[config.mk]
export PLATFORM = sky130hd
export DESIGN_NAME = tisc_ctrl_flat
export DESIGN_NICKNAME = d
export VERILOG_FILES = /design/src/rtl/tisc_pkg.sv /design/src/rtl/tisc_ctrl_if.sv /design/src/rtl/tisc_ctrl_decode.sv /design/src/rtl/tisc_ctrl.sv /design/src/flat_wrapper.sv
export SDC_FILE = /design/constraint.sdc
export NUM_CORES = 1
export LEC_CHECK = 0
export BUFFER_PORTS_ARGS = -buffer_cell sky130_fd_sc_hd__buf_2
export CAP_MARGIN = 20
export CORE_MARGIN = 2
export CORE_UTILIZATION = 39
export DETAILED_ROUTE_END_ITERATION = 12
export GPL_TIMING_DRIVEN = 0
export PLACE_DENSITY = 0.61
export SLEW_MARGIN = 20
export SYNTH_ARGS = -nofsm -noshare
export SYNTH_HDL_FRONTEND = slang
export SYNTH_SLANG_ARGS = --single-unit
[constraint.sdc]
create_clock -name clk -period 1.7 [get_ports clk]
set_input_delay 0.255 -clock clk [delete_from_list [all_inputs] [get_ports clk]]
set_output_delay 0.255 -clock clk [all_outputs]
set_load 0.02 [all_outputs]
[src/rtl/tisc_pkg.sv]
`default_nettype none
// +--------------------------------------------------------------------------+
// | tisc_pkg : shared types and codes for the TISC control unit               |
// | Rev 1.0                                                                   |
// +--------------------------------------------------------------------------+
package tisc_pkg;

   typedef enum logic [2:0] {
      ST_FETCH  = 3'd0,
      ST_DECODE = 3'd1,
      ST_EXEC   = 3'd2,
      ST_MEM    = 3'd3,
      ST_WB     = 3'd4,
      ST_HALT   = 3'd5
   } state_e;

   typedef enum logic [2:0] {
      CLS_ALU = 3'd0,
      CLS_LD  = 3'd1,
      CLS_ST  = 3'd2,
      CLS_NOP = 3'd3,
      CLS_HLT = 3'd4,
      CLS_ILL = 3'd5
   } iclass_e;

   localparam logic [3:0] OP_NOP = 4'h0;
   localparam logic [3:0] OP_ADD = 4'h1;
   localparam logic [3:0] OP_SUB = 4'h2;
   localparam logic [3:0] OP_AND = 4'h3;
   localparam logic [3:0] OP_OR  = 4'h4;
   localparam logic [3:0] OP_LD  = 4'h5;
   localparam logic [3:0] OP_ST  = 4'h6;
   localparam logic [3:0] OP_HLT = 4'hF;

   localparam logic [1:0] ALU_ADD = 2'b00;
   localparam logic [1:0] ALU_SUB = 2'b01;
   localparam logic [1:0] ALU_AND = 2'b10;
   localparam logic [1:0] ALU_OR  = 2'b11;

endpackage
`default_nettype wire

[src/rtl/tisc_ctrl_if.sv]
`default_nettype none
// +--------------------------------------------------------------------------+
// | tisc_ctrl_if : datapath <-> controller signal bundle                     |
// | Rev 1.0                                                                   |
// +--------------------------------------------------------------------------+
interface tisc_ctrl_if;
   logic        run;
   logic [3:0]  opcode;
   logic [1:0]  alu_sel;
   logic        reg_write_en;
   logic        mem_write_en;
   logic        mem_to_reg;
   logic        mem_op;
   logic        pc_en;
   logic        halted;
   logic        illegal;
   logic [15:0] instr_count;

   modport master (
      output run, opcode,
      input  alu_sel, reg_write_en, mem_write_en, mem_to_reg, mem_op,
             pc_en, halted, illegal, instr_count
   );

   modport slave (
      input  run, opcode,
      output alu_sel, reg_write_en, mem_write_en, mem_to_reg, mem_op,
             pc_en, halted, illegal, instr_count
   );
endinterface
`default_nettype wire

[src/rtl/tisc_ctrl_decode.sv]
`default_nettype none
// +--------------------------------------------------------------------------+
// | tisc_ctrl_decode : opcode -> instruction class and ALU select (comb.)    |
// | Rev 1.0                                                                   |
// +--------------------------------------------------------------------------+
module tisc_ctrl_decode
   import tisc_pkg::*;
(
   input  logic [3:0] opcode,
   output iclass_e    cls,
   output logic [1:0] alu_sel
);

   always_comb begin
      cls     = CLS_ILL;
      alu_sel = ALU_ADD;
      case (opcode)
         OP_NOP: cls = CLS_NOP;
         OP_ADD: begin cls = CLS_ALU; alu_sel = ALU_ADD; end
         OP_SUB: begin cls = CLS_ALU; alu_sel = ALU_SUB; end
         OP_AND: begin cls = CLS_ALU; alu_sel = ALU_AND; end
         OP_OR:  begin cls = CLS_ALU; alu_sel = ALU_OR;  end
         OP_LD:  cls = CLS_LD;
         OP_ST:  cls = CLS_ST;
         OP_HLT: cls = CLS_HLT;
         default: cls = CLS_ILL;
      endcase
   end

endmodule
`default_nettype wire

[src/rtl/tisc_ctrl.sv]
`default_nettype none
// +--------------------------------------------------------------------------+
// | tisc_ctrl : multi-cycle TISC control FSM. Define TISC_CTRL_PERF_EN to     |
// | build the retired-instruction counter. Rev 1.0                            |
// +--------------------------------------------------------------------------+
module tisc_ctrl
   import tisc_pkg::*;
#(
   parameter int MEM_WAIT = 1
) (
   input  logic        clk,
   input  logic        rst,
   tisc_ctrl_if.slave  bus
);

   localparam logic [3:0] C_MEM_WAIT = 4'(MEM_WAIT);

   state_e     state_q, state_d;
   logic [3:0] op_q, op_d;
   logic [3:0] cnt_q, cnt_d;
   logic       illegal_q, illegal_d;

   iclass_e    cls;
   logic [1:0] alu_code;
   logic       mem_last;
   logic       pc_en;

   tisc_ctrl_decode u_decode (
      .opcode  (op_q),
      .cls     (cls),
      .alu_sel (alu_code)
   );

   assign mem_last = (cnt_q == 4'd1);

   // op_q is captured on the FETCH->DECODE edge so DECODE-cycle outputs
   // come from a register rather than the live opcode bus.
   always_comb begin
      state_d   = state_q;
      op_d      = op_q;
      cnt_d     = cnt_q;
      illegal_d = illegal_q;
      case (state_q)
         ST_FETCH: begin
            if (bus.run) begin
               state_d = ST_DECODE;
               op_d    = bus.opcode;
            end
         end
         ST_DECODE: begin
            case (cls)
               CLS_ALU: state_d = ST_EXEC;
               CLS_LD, CLS_ST: begin
                  state_d = ST_MEM;
                  cnt_d   = C_MEM_WAIT;
               end
               CLS_HLT: state_d = ST_HALT;
               CLS_ILL: begin
                  state_d   = ST_FETCH;
                  illegal_d = 1'b1;
               end
               default: state_d = ST_FETCH;
            endcase
         end
         ST_EXEC: state_d = ST_WB;
         ST_MEM: begin
            if (mem_last) begin
               state_d = (cls == CLS_LD) ? ST_WB : ST_FETCH;
               cnt_d   = 4'd0;
            end else begin
               cnt_d = cnt_q - 4'd1;
            end
         end
         ST_WB:   state_d = ST_FETCH;
         ST_HALT: state_d = ST_HALT;
         default: state_d = ST_FETCH;
      endcase
   end

   always_ff @(posedge clk or posedge rst) begin
      if (rst) begin
         state_q   <= ST_FETCH;
         op_q      <= 4'd0;
         cnt_q     <= 4'd0;
         illegal_q <= 1'b0;
      end else begin
         state_q   <= state_d;
         op_q      <= op_d;
         cnt_q     <= cnt_d;
         illegal_q <= illegal_d;
      end
   end

   assign pc_en = (state_q == ST_WB)
               || (state_q == ST_MEM && mem_last && cls == CLS_ST)
               || (state_q == ST_DECODE && (cls == CLS_NOP || cls == CLS_ILL));

   assign bus.alu_sel      = (state_q == ST_EXEC || state_q == ST_WB) ? alu_code : ALU_ADD;
   assign bus.reg_write_en = (state_q == ST_WB);
   assign bus.mem_op       = (state_q == ST_MEM) || (state_q == ST_WB && cls == CLS_LD);
   assign bus.mem_to_reg   = (state_q == ST_WB && cls == CLS_LD);
   assign bus.mem_write_en = (state_q == ST_MEM && mem_last && cls == CLS_ST);
   assign bus.pc_en        = pc_en;
   assign bus.halted       = (state_q == ST_HALT);
   assign bus.illegal      = illegal_q;

`ifdef TISC_CTRL_PERF_EN
   logic [15:0] count_q, count_d;

   always_comb begin
      count_d = count_q;
      if (pc_en) count_d = count_q + 16'd1;
   end

   always_ff @(posedge clk or posedge rst) begin
      if (rst) count_q <= 16'd0;
      else     count_q <= count_d;
   end

   assign bus.instr_count = count_q;
`else
   assign bus.instr_count = 16'd0;
`endif

endmodule
`default_nettype wire

[src/flat_wrapper.sv]
// flat-port wrapper written by rule: the top's interface ports become plain ports
module tisc_ctrl_flat import tisc_pkg::*;
#(
   parameter int MEM_WAIT = 1
)
  (clk, rst, bus_run, bus_opcode, bus_alu_sel, bus_reg_write_en, bus_mem_write_en, bus_mem_to_reg, bus_mem_op, bus_pc_en, bus_halted, bus_illegal, bus_instr_count);
  tisc_ctrl_if bus_i ();
  input  logic clk;
  input  logic rst;
  input wire logic [$bits(bus_i.run)-1:0] bus_run;
  input wire logic [$bits(bus_i.opcode)-1:0] bus_opcode;
  output wire logic [$bits(bus_i.alu_sel)-1:0] bus_alu_sel;
  output wire logic [$bits(bus_i.reg_write_en)-1:0] bus_reg_write_en;
  output wire logic [$bits(bus_i.mem_write_en)-1:0] bus_mem_write_en;
  output wire logic [$bits(bus_i.mem_to_reg)-1:0] bus_mem_to_reg;
  output wire logic [$bits(bus_i.mem_op)-1:0] bus_mem_op;
  output wire logic [$bits(bus_i.pc_en)-1:0] bus_pc_en;
  output wire logic [$bits(bus_i.halted)-1:0] bus_halted;
  output wire logic [$bits(bus_i.illegal)-1:0] bus_illegal;
  output wire logic [$bits(bus_i.instr_count)-1:0] bus_instr_count;
  assign bus_i.run = bus_run;
  assign bus_i.opcode = bus_opcode;
  assign bus_alu_sel = bus_i.alu_sel;
  assign bus_reg_write_en = bus_i.reg_write_en;
  assign bus_mem_write_en = bus_i.mem_write_en;
  assign bus_mem_to_reg = bus_i.mem_to_reg;
  assign bus_mem_op = bus_i.mem_op;
  assign bus_pc_en = bus_i.pc_en;
  assign bus_halted = bus_i.halted;
  assign bus_illegal = bus_i.illegal;
  assign bus_instr_count = bus_i.instr_count;
  tisc_ctrl #(.MEM_WAIT(MEM_WAIT)) u_core (.clk(clk), .rst(rst), .bus(bus_i));
endmodule
==> results_dict.tcl, run 1 <==
set metrics [dict create \
    critPathArrivalTime_ns 1.65 \
    n_antenna_cell 0 \
    synthCells 102 \
    synth-seq-cells 12 \
    synth-xor-area-share_pct 3.604 \
    grtUsageTotal_pct 16.07 \
    p_leak_nw 0.6603 \
    drtAntennaViolNets 0 \
    rsz0062_at_grt "true" \
    synth_area_sq_um 972.2 \
    die_w_microns 53.93 \
    combinationalPowerShare_pct 63.8 \
    fin_ws_ns -0.2046 \
    place.gp.congestion 0.7151 \
    min_to "u_core.op_q[2]" \
    synth_ff_type "dfrtp_1" \
    port_buffers 15 \
    fill_cells 226 \
    cap_violations 0 \
    rr_worst_depth 6 \
    hp-class "input pin to flop" \
    die_h_microns 53.93 \
    r2r-start "u_core.cnt_q[1]" \
    yosys_warnings 0 \
    finalCritPeriodShare_pct 112.0 \
    clkTransAtPathRegs_ns 0.09 \
    io_pins 32 \
    cp.required_ns 1.44 \
    dpl.hpwl_mm 1.486 \
    rows 18 \
    syn_area_per_cell_sq_um 9.531 \
    antenna_found_initial 0 \
    cp-start-kind "flop" \
    firstDrtPassIters 4 \
    hold_slack_ns 0.1983 \
    power.internal_w 0.001341 \
    synth_mux_area_share_pct 5.663 \
    fin_cells 176 \
    holdPathStages 2 \
    cts-root-buf "clkbuf_4" \
    path_delay_family "simple AND/OR/NAND/NOR gates" \
    routed_wl_mm 2.150 \
    synth_edf_count 0 \
    core-area_sq_mm 0.002410 \
    final_cell_mix "buf_4, conb_1, buf_2" \
    start_util_pct 40.34 \
    crit_chain "inv_2 > ha_4 > nor3b_4 > and4_4 > a211o_1 > buf_6" \
    total_power_w 0.002335 \
    finalSetupViolations 5 \
    status "complete, but fails checks" \
    dpl.cell_count 162 \
    drc_errors 0 \
    cts_tree "done" \
    synth_top_family_by_area "simple AND/OR/NAND/NOR gates" \
    grt_max_degree 13 \
    clock_path_buffers 2 \
    routed_via_density 4.722 \
    numCtsBuffers 3 \
    cts_num_sinks 12 \
    holdCritStartpoint "bus_opcode[2]" \
    fin_nets 156 \
    ctsHtreeMaxLevel 1 \
    power_switching_w 0.0009943 \
    grt_pass1_wl_mm 3.291 \
    finalMaxSlewViolations 0 \
    powerDensity_mw_per_mm2 1709 \
    end_kind "output port" \
    achievable-frequency_ghz 0.5250 \
    overflow 0 \
    min_period_ns 1.905 \
    finalHoldViolCount 0 \
    drive_above_1_share_pct 52.74 \
    mostFrequentLayoutCell "buf_4" \
    synth-simple-area-share_pct 23.04 \
    crit_type "flop to output port" \
    slowest_stage "dfrtp_1" \
    r2r_end "u_core.cnt_q[0]" \
    die_area_sq_mm 0.002908 \
    crit_path_max_incr_delay_ns 0.40 \
    clk_latency_ns 0.28 \
    critPathBufInv 2 \
    seq_power_share_pct 25.8 \
    ir_drop_mv 1.207 \
    fin_setup_tns_ns -0.6449 \
    synth_seq_area_share_pct 30.89 \
    wl_per_cell_microns 12.22 \
    synth-compound-area-share_pct 17.12 \
    p_clk_share_pct 10.4 \
    area_growth_syn_to_layout_pct 40.54 \
    switching_share_pct 42.58 \
    worstPathMaxFanout 4 \
    vias 831 \
    r2r_setup_slack_ns 0.17 \
    first_iter_violations 10 \
    skew_ns 0.003422 \
    violations "negative setup slack" \
    synth_cell_types 49 \
    async_flop_share_pct 100.0 \
    grt_pass1_vias 736 \
    synth_fa_ha_area_share_pct 2.574 \
]
synth_stat cells, types with 2 or more instances:
cell / instances / area share (%)
o31ai_1: 2 / 1.5
xnor2_1: 3 / 2.7
nand2b_1: 3 / 1.9
nor3b_1: 3 / 2.3
dfrtp_1: 12 / 31
or3_1: 2 / 1.3
mux2_2: 4 / 4.6
clkbuf_1: 2 / 0.77
nand2_1: 3 / 1.2
buf_4: 16 / 12
nor2b_1: 2 / 1.3
ha_1: 2 / 2.6
buf_2: 4 / 2.1
a22o_1: 2 / 1.8
nor2_1: 4 / 1.5
inv_1: 4 / 1.5
a21oi_1: 2 / 1.0
final cells by class:
class / count / area (sq um) / share of cell area [%]
Inverter: 4 / 15.01 / 1.099
Sequential cell: 12 / 305.3 / 22.34
Tap cell: 30 / 37.54 / 2.747
Clock buffer: 4 / 36.28 / 2.656
Buffer: 20 / 142.6 / 10.44
Multi-Input combinational cell: 79 / 634.4 / 46.43
Timing Repair Buffer: 27 / 195.2 / 14.29
power groups by stage:
stage                     registers (W)  logic [W]  clock network, W
after floorplan                0.000502    0.00101                 0
after global placement         0.000524    0.00119                 0
after detailed placement       0.000527    0.00121                 0
after CTS                      0.000592    0.00132          0.000245
after global routing           0.000624    0.00163          0.000260
final                          0.000603    0.00149          0.000242
routing by layer:
metal | track usage (%) | wire [microns] | share of wire [%] | up-vias
met5 | 0 | 0 | 0 | -
met3 | 3.611 | 74 | 3.4 | 2
li1 | - | - | - | 420
met4 | 6.410 | 24 | 1.1 | 0
met1 | 18.15 | 944 | 44 | 395
met2 | 28.86 | 1106 | 51 | 14
cell families after synthesis:
logic type,Yosys count
DFF,12
other,1
AOI/OAI and AO/OA,21
muxes,5
and+or+nand+nor,31
xor gates and xnor gates,4
adders and majority gates,2
buffers and inverters,26
registers in the layout, summed over array words and instances (netlist names):
| signal | cells |
|---|---|
| u_core.state_q | 3 |
| u_core.cnt_q | 4 |
| u_core.bus.illegal | 1 |
| u_core.op_q | 4 |
through the flow:
step	worst slack [ns]	utilization (%)	area (sq um)
6_report	-0.2046	56.70	1366
3_3_place_gp	-0.04614	47.77	1151
4_1_cts	-0.2064	52.96	1276
3_5_place_dp	-0.03637	47.77	1151
2_1_floorplan	0.01900	-	1039
5_1_grt	-0.2613	56.70	1366
worst max-delay path by stage:
stage                                 start         end  slack (ns)  cells past startpoint
final                       u_core.cnt_q[1]   bus_pc_en       -0.20                      6
after global routing        u_core.cnt_q[1]   bus_pc_en       -0.26                      6
after CTS                   u_core.cnt_q[1]   bus_pc_en       -0.21                      6
after detailed placement    u_core.cnt_q[1]   bus_pc_en       -0.04                      6
after global placement      u_core.cnt_q[1]   bus_pc_en       -0.05                      6
after floorplan           u_core.state_q[0]  bus_mem_op        0.02                      4
timing repair:
action                                  CTS  global route
endpoints found under the setup margin    7             7
hold endpoints to repair                 12             0
setup buffers                             5             6
pin swaps                                 5             3
hold buffers                              1             0
gates resized for setup                  15            14
Note: power is estimated with default switching activity, not from simulation.
==> inputs of run 2 (changes only) <==
--- a/config.mk
+++ b/config.mk
@@ -7,7 +7,7 @@
 export LEC_CHECK = 0
 export BUFFER_PORTS_ARGS = -buffer_cell sky130_fd_sc_hd__buf_2
 export CAP_MARGIN = 20
-export CORE_MARGIN = 2
+export CORE_MARGIN = 5
 export CORE_UTILIZATION = 39
 export DETAILED_ROUTE_END_ITERATION = 12
 export GPL_TIMING_DRIVEN = 0
@@ -15,4 +15,5 @@
 export SLEW_MARGIN = 20
 export SYNTH_ARGS = -nofsm -noshare
 export SYNTH_HDL_FRONTEND = slang
+export SYNTH_HIERARCHICAL = 1
 export SYNTH_SLANG_ARGS = --single-unit
==> run 2 against run 1 <==
Effect of this change: the flow still finishes with violations (negative setup slack); critical path type unchanged; global-route usage fell by 5.0 points; sequential cell count is the same; sequential share of layout area grew 0.30 points; highest routed layer unchanged.
==> results_dict.tcl, run 2 <==
set metrics [dict create \
    die_area_sq_mm 0.003611 \
    p_leak_nw 0.6489 \
    rsz0062_at_grt "true" \
    combinationalPowerShare_pct 70.1 \
    place.gp.congestion 0.8225 \
    numCtsBuffers 3 \
    cts_tree "done" \
    clock_path_buffers 2 \
    n_antenna_cell 0 \
    grt_pass1_wl_mm 3.132 \
    rows 18 \
    finalMaxSlewViolations 0 \
    power_switching_w 0.001118 \
    reg_top3 "u_core/cnt_q x4, u_core/op_q x4, u_core/state_q x3" \
    place_area_sq_mm 0.001201 \
    synth_edf_count 0 \
    synth_ff_type "dfrtp_1" \
    routed_wl_mm 2.023 \
    syn_area_per_cell_sq_um 9.144 \
    io_pins 32 \
    final_cell_mix "buf_4, conb_1, buf_2" \
    port_buffers 15 \
    end_kind "output port" \
    drtAntennaViolNets 0 \
    grt_max_degree 13 \
    seq_power_share_pct 23.4 \
    clk_latency_ns 0.26 \
    async_flop_share_pct 100.0 \
    drive_above_1_share_pct 49.66 \
    core-area_sq_mm 0.002432 \
    firstDrtPassIters 4 \
    synth_seq_area_share_pct 30.69 \
    worstPathMaxFanout 6 \
    achievable-frequency_ghz 0.4555 \
    vias 840 \
    min_period_ns 2.195 \
    fin_nets 160 \
    synth_top_area_share_pct 30.69 \
    switching_share_pct 45.37 \
    yosys_warnings 6 \
    hp-class "input pin to flop" \
    synthCells 107 \
    drc_errors 0 \
    finalHoldViolCount 0 \
    skew_ns 0.001223 \
    grt_pass1_vias 761 \
    overflow 0 \
    finalCritPeriodShare_pct 129.1 \
    synth_cell_types 39 \
    violations "negative setup slack" \
    final_util_pct 55.66 \
    start_util_pct 40.23 \
    mostFrequentLayoutCell "buf_4" \
    die_w_microns 60.09 \
    dpl.hpwl_mm 1.508 \
    crit_type "flop to output port" \
    routed_via_density 4.693 \
    stdcell_area_sq_mm 0.001354 \
    die_h_microns 60.09 \
    p_clk_share_pct 6.5 \
    cts_num_sinks 12 \
    cp-start-kind "flop" \
    cp.required_ns 1.44 \
    synthTopCellsByCount "buf_4, dfrtp_1, a21oi_1" \
    status "complete, but fails checks" \
    fill_cells 247 \
    antenna_found_initial 0 \
    ctsHtreeMaxLevel 1 \
    critPathArrivalTime_ns 1.94 \
    yosysMostFrequentCell "buf_4" \
    wl_per_cell_microns 11.30 \
    clkTransAtPathRegs_ns 0.06 \
    synth-seq-cells 12 \
    cts-root-buf "clkbuf_4" \
    grtUsageTotal_pct 11.02 \
    yosysTopAreaCell "dfrtp_1" \
    ys_top_cells_by_area "dfrtp_1, buf_4, mux2_2" \
    cap_violations 0 \
    powerDensity_mw_per_mm2 1820 \
    ir_drop_mv 1.247 \
    synth_area_sq_um 978.4 \
    finalSetupViolations 12 \
    fin_ws_ns -0.4952 \
    area_growth_syn_to_layout_pct 38.36 \
    fin_setup_tns_ns -2.833 \
    first_iter_violations 20 \
    power.internal_w 0.001346 \
]
[run 2: cell count changes in the layout (fill, tap and decap cells not counted), sizes merged, moves of 3 or more]
cell / change
a21oi: +5
buf: -3
nor3: +4
o21ai: +4
nor2b: +4
[run 2: power by group through the flow]
stage	combinational, W	clock, W	sequential (W)
after floorplan	0.00116	0	0.000558
final	0.00173	0.000159	0.000577
after global placement	0.00138	0	0.000565
after detailed placement	0.00140	0	0.000577
after CTS	0.00156	0.000170	0.000570
after global routing	0.00188	0.000180	0.000604
[run 2: worst paths after layout]
check                                   start                 end  slack (ns)  depth (start not counted)
min reg2reg                u_core/bus.illegal  u_core/bus.illegal        0.46                          1
min in group asynchronous                 rst   u_core/state_q[2]        0.53                          3
min                             bus_opcode[1]      u_core/op_q[1]        0.23                          2
max in group asynchronous                 rst   u_core/state_q[1]        0.84                          3
max reg2reg                    u_core/op_q[2]     u_core/cnt_q[0]       -0.21                          7
max                            u_core/op_q[2]           bus_pc_en       -0.50                          6
[run 2: layer usage]
layer | wire [microns] | GRT usage (%) | vias up
li1 | - | - | 429
met1 | 942 | 15.24 | 384
met2 | 904 | 17.44 | 25
met3 | 162 | 0.6479 | 2
met4 | 14 | 5.063 | 0
met5 | 0 | 0 | -
[run 2: stage by stage]
| stage | total power [W] | worst slack, ns | hold WS [ns] | std cells |
|---|---|---|---|---|
| global placement | 0.001947 | -0.4192 | 0.2722 | 167 |
| CTS | 0.002295 | -0.5023 | 0.2180 | 176 |
| global route | 0.002667 | -0.5995 | 0.2243 | 179 |
| floorplan | 0.001716 | -0.3267 | 0.1197 | 122 |
| finish | 0.002464 | -0.4952 | 0.2263 | 179 |
| detailed placement | 0.001982 | -0.3992 | 0.2724 | 167 |
[run 2: cell type report]
type	instances	area, sq um	area share, %
Clock buffer	3	22.52	1.664
Inverter	4	15.01	1.109
Buffer	20	151.4	11.18
Multi-Input combinational cell	86	653.1	48.24
Tap cell	30	37.54	2.773
Timing Repair Buffer	24	167.7	12.38
Sequential cell	12	306.5	22.64
[run 2: cells by family after synthesis]
group           after synthesis  share of synthesized area (%)
fa+ha+maj                     2                          2.557
buf+inv                      24                          16.75
flops                        12                          30.69
other cells                   1                         0.3833
xor+xnor                      5                          4.475
compound gates               25                          16.75
mux                           4                          4.603
simple gates                 34                          23.78
[run 2: critical path: stages (launching register included)]
cell and delay (ns):
dfrtp_2 0.45, xnor2_2 0.19, nor3b_4 0.22, or3b_4 0.42, nor3_4 0.13, o21bai_4 0.14
buf_6 0.13
[run 2: what timing repair did]
item                                    CTS  global route
endpoints found under the setup margin   12            14
hold endpoints to repair                 12             0
cloned                                    0             0
gates resized for setup                  11            11
hold buffers                              1             0
pin swaps                                 3             1
buffers inserted                          5             3
==> inputs of run 3 (changes only) <==
--- a/config.mk
+++ b/config.mk
@@ -11,8 +11,7 @@
 export CORE_UTILIZATION = 39
 export DETAILED_ROUTE_END_ITERATION = 12
 export GPL_TIMING_DRIVEN = 0
-export PLACE_DENSITY = 0.61
-export SLEW_MARGIN = 20
+export PLACE_DENSITY = 0.68
 export SYNTH_ARGS = -nofsm -noshare
 export SYNTH_HDL_FRONTEND = slang
 export SYNTH_HIERARCHICAL = 1
==> run 3 against run 2 <==
Effect of this change: the flow still finishes with violations (negative setup slack); die area did not move; register-to-register slack got worse by 0.04 ns; global-route usage rose by 0.69 points; cell count rose by 1.7%; combinational power rose by 11%; critical path depth did not move; wire length rose by 2.7%; clock skew rose by 0.0015 ns; sequential cell count did not move; worst setup slack got worse by 0.011 ns; non-clock buffer count rose by 3; critical path type unchanged; highest routed layer unchanged.
==> results_dict.tcl, run 3 (synthesis gave the netlist of run 2 again) <==
set metrics [dict create \
    status "complete, but fails checks" \
    violations "negative setup slack" \
    wl_per_cell_microns 11.41 \
    drive_above_1_share_pct 50.00 \
    finalHoldViolCount 0 \
    dpl.hpwl_mm 1.512 \
    seq_power_share_pct 21.6 \
    r2r_end "u_core/cnt_q[0]" \
    p_clk_share_pct 6.2 \
    die_area_sq_mm 0.003611 \
    drc_errors 0 \
    cts_tree "done" \
    hold_slack_ns 0.2186 \
    port_buffers 15 \
    first_iter_violations 7 \
    crit_path_frequent_cell "buf_6" \
    die_h_microns 60.09 \
    p_leak_nw 0.6682 \
    routed_via_density 4.621 \
    min_period_ns 2.206 \
    rsz0062_at_grt "true" \
    n_antenna_cell 0 \
    ir_drop_mv 1.208 \
    cts_num_sinks 12 \
    switching_share_pct 44.04 \
    drtAntennaViolNets 0 \
    overflow 0 \
    numCtsBuffers 3 \
    die_w_microns 60.09 \
    holdPathStages 2 \
    crit_chain "a31o_2 > buf_6 > or3b_4 > nor3_4 > o21bai_4 > buf_6" \
    ctsHtreeMaxLevel 1 \
    path_delay_family "simple AND/OR/NAND/NOR gates" \
    critPathArrivalTime_ns 1.95 \
    rr_worst_depth 9 \
    critPathBufInv 2 \
    holdCritStartpoint "bus_opcode[1]" \
    area_growth_syn_to_layout_pct 42.07 \
    fin_nets 163 \
    power.internal_w 0.001488 \
    total_power_w 0.002659 \
    hp-class "input pin to flop" \
    cap_violations 0 \
    achievable-frequency_ghz 0.4533 \
    firstDrtPassIters 4 \
    combinationalPowerShare_pct 72.1 \
    fin_ws_ns -0.5061 \
    slowest_stage "dfrtp_2" \
    cp.required_ns 1.44 \
    fin_cells 182 \
    grt_max_degree 13 \
    grt_pass1_vias 744 \
    end_kind "output port" \
    grt_pass1_wl_mm 3.263 \
    worst-path-stages 6 \
    finalCritPeriodShare_pct 129.8 \
    rows 18 \
    clkTransAtPathRegs_ns 0.07 \
    preCtsSetupSlack_ns -0.4520 \
    grtUsageTotal_pct 11.71 \
    dpl.cell_count 167 \
    cp-start-kind "flop" \
    clk_latency_ns 0.26 \
    clock_path_buffers 2 \
    final_cell_mix "buf_4, conb_1, buf_2" \
    power_switching_w 0.001171 \
    cts-root-buf "clkbuf_4" \
    r2r_setup_slack_ns -0.25 \
    finalSetupViolations 12 \
    place.gp.congestion 0.7990 \
    finalMaxSlewViolations 0 \
    vias 841 \
    min_to "u_core/op_q[1]" \
    worstPathMaxFanout 10 \
    powerDensity_mw_per_mm2 1913 \
    io_pins 32 \
    reg_top3 "u_core/cnt_q x4, u_core/op_q x4, u_core/state_q x3" \
    skew_ns 0.002708 \
    start_util_pct 40.23 \
    mostFrequentLayoutCell "buf_4" \
    r2r-start "u_core/op_q[2]" \
    crit_type "flop to output port" \
    antenna_found_initial 0 \
    crit_path_max_incr_delay_ns 0.48 \
    routed_wl_mm 2.077 \
    core-area_sq_mm 0.002432 \
]
## run 3: cell types whose count changed in the layout (fill, tap and decap cells not counted), sizes merged
cell / previous run / this run
clkbuf: 4 / 3
buf: 42 / 46
## run 3: through the flow
stage / TNS [ns] / utilization, % / area, sq um
6_report: -3.004 / 57.15 / 1390
5_1_grt: -4.258 / 57.15 / 1390
4_1_cts: -2.607 / 54.48 / 1325
3_5_place_dp: -1.864 / 49.38 / 1201
3_3_place_gp: -1.478 / 49.38 / 1201
2_1_floorplan: -0.4380 / - / 1089
## run 3: layer usage
| layer | vias up | wire [microns] | track usage (%) |
|---|---|---|---|
| met5 | - | 0 | 0 |
| met4 | 0 | 12 | 5.696 |
| met3 | 2 | 168 | 2.376 |
| met2 | 30 | 1008 | 17.59 |
| met1 | 375 | 887 | 15.82 |
| li1 | 434 | - | - |
## run 3: area by class of cell
| type | instances | area [sq um] |
|---|---|---|
| plain buffers | 20 | 151.4 |
| clock buffers | 3 | 22.52 |
| fillers | 230 | 1042 |
| inverters | 4 | 15.01 |
| multi-input cells | 86 | 656.9 |
| flip-flops and latches | 12 | 306.5 |
| well taps | 30 | 37.54 |
| repair buffers | 27 | 200.2 |
## run 3: worst register-to-register path, stage by stage, from the launching register on
cell and delay, ns:
dfrtp_2 0.45, buf_4 0.15, o21ba_2 0.21, o22ai_4 0.22
buf_6 0.13, buf_6 0.10, or2b_1 0.09, a21oi_1 0.06
o21ai_1 0.29, a21oi_1 0.12
## run 3: what timing repair did
| item | 4_1_cts | 5_1_grt |
|---|---|---|
| gates cloned | 0 | 0 |
| setup endpoints to repair | 13 | 13 |
| hold buffers | 1 | 0 |
| setup buffers | 7 | 4 |
| pin swaps | 2 | 2 |
| endpoints found under the hold margin | 12 | 0 |
| gates resized for setup | 14 | 11 |
## run 3: worst max path at each step
| stage | from | end | slack [ns] |
|---|---|---|---|
| 2_1_floorplan | u_core/op_q[1] | bus_pc_en | -0.33 |
| 3_3_place_gp | u_core/op_q[1] | bus_pc_en | -0.40 |
| 3_5_place_dp | u_core/op_q[1] | bus_pc_en | -0.45 |
| 4_1_cts | u_core/op_q[2] | bus_pc_en | -0.52 |
| 5_1_grt | u_core/op_q[1] | bus_pc_en | -0.59 |
| 6_report | u_core/op_q[0] | bus_pc_en | -0.51 |
## run 3: power groups by stage
stage                     clock, W  sequential [W]  combinational [W]
after global routing      0.000194        0.000593            0.00210
final                     0.000166        0.000575            0.00192
after detailed placement         0        0.000578            0.00140
after CTS                 0.000174        0.000574            0.00165
after global placement           0        0.000563            0.00137
after floorplan                  0        0.000558            0.00116
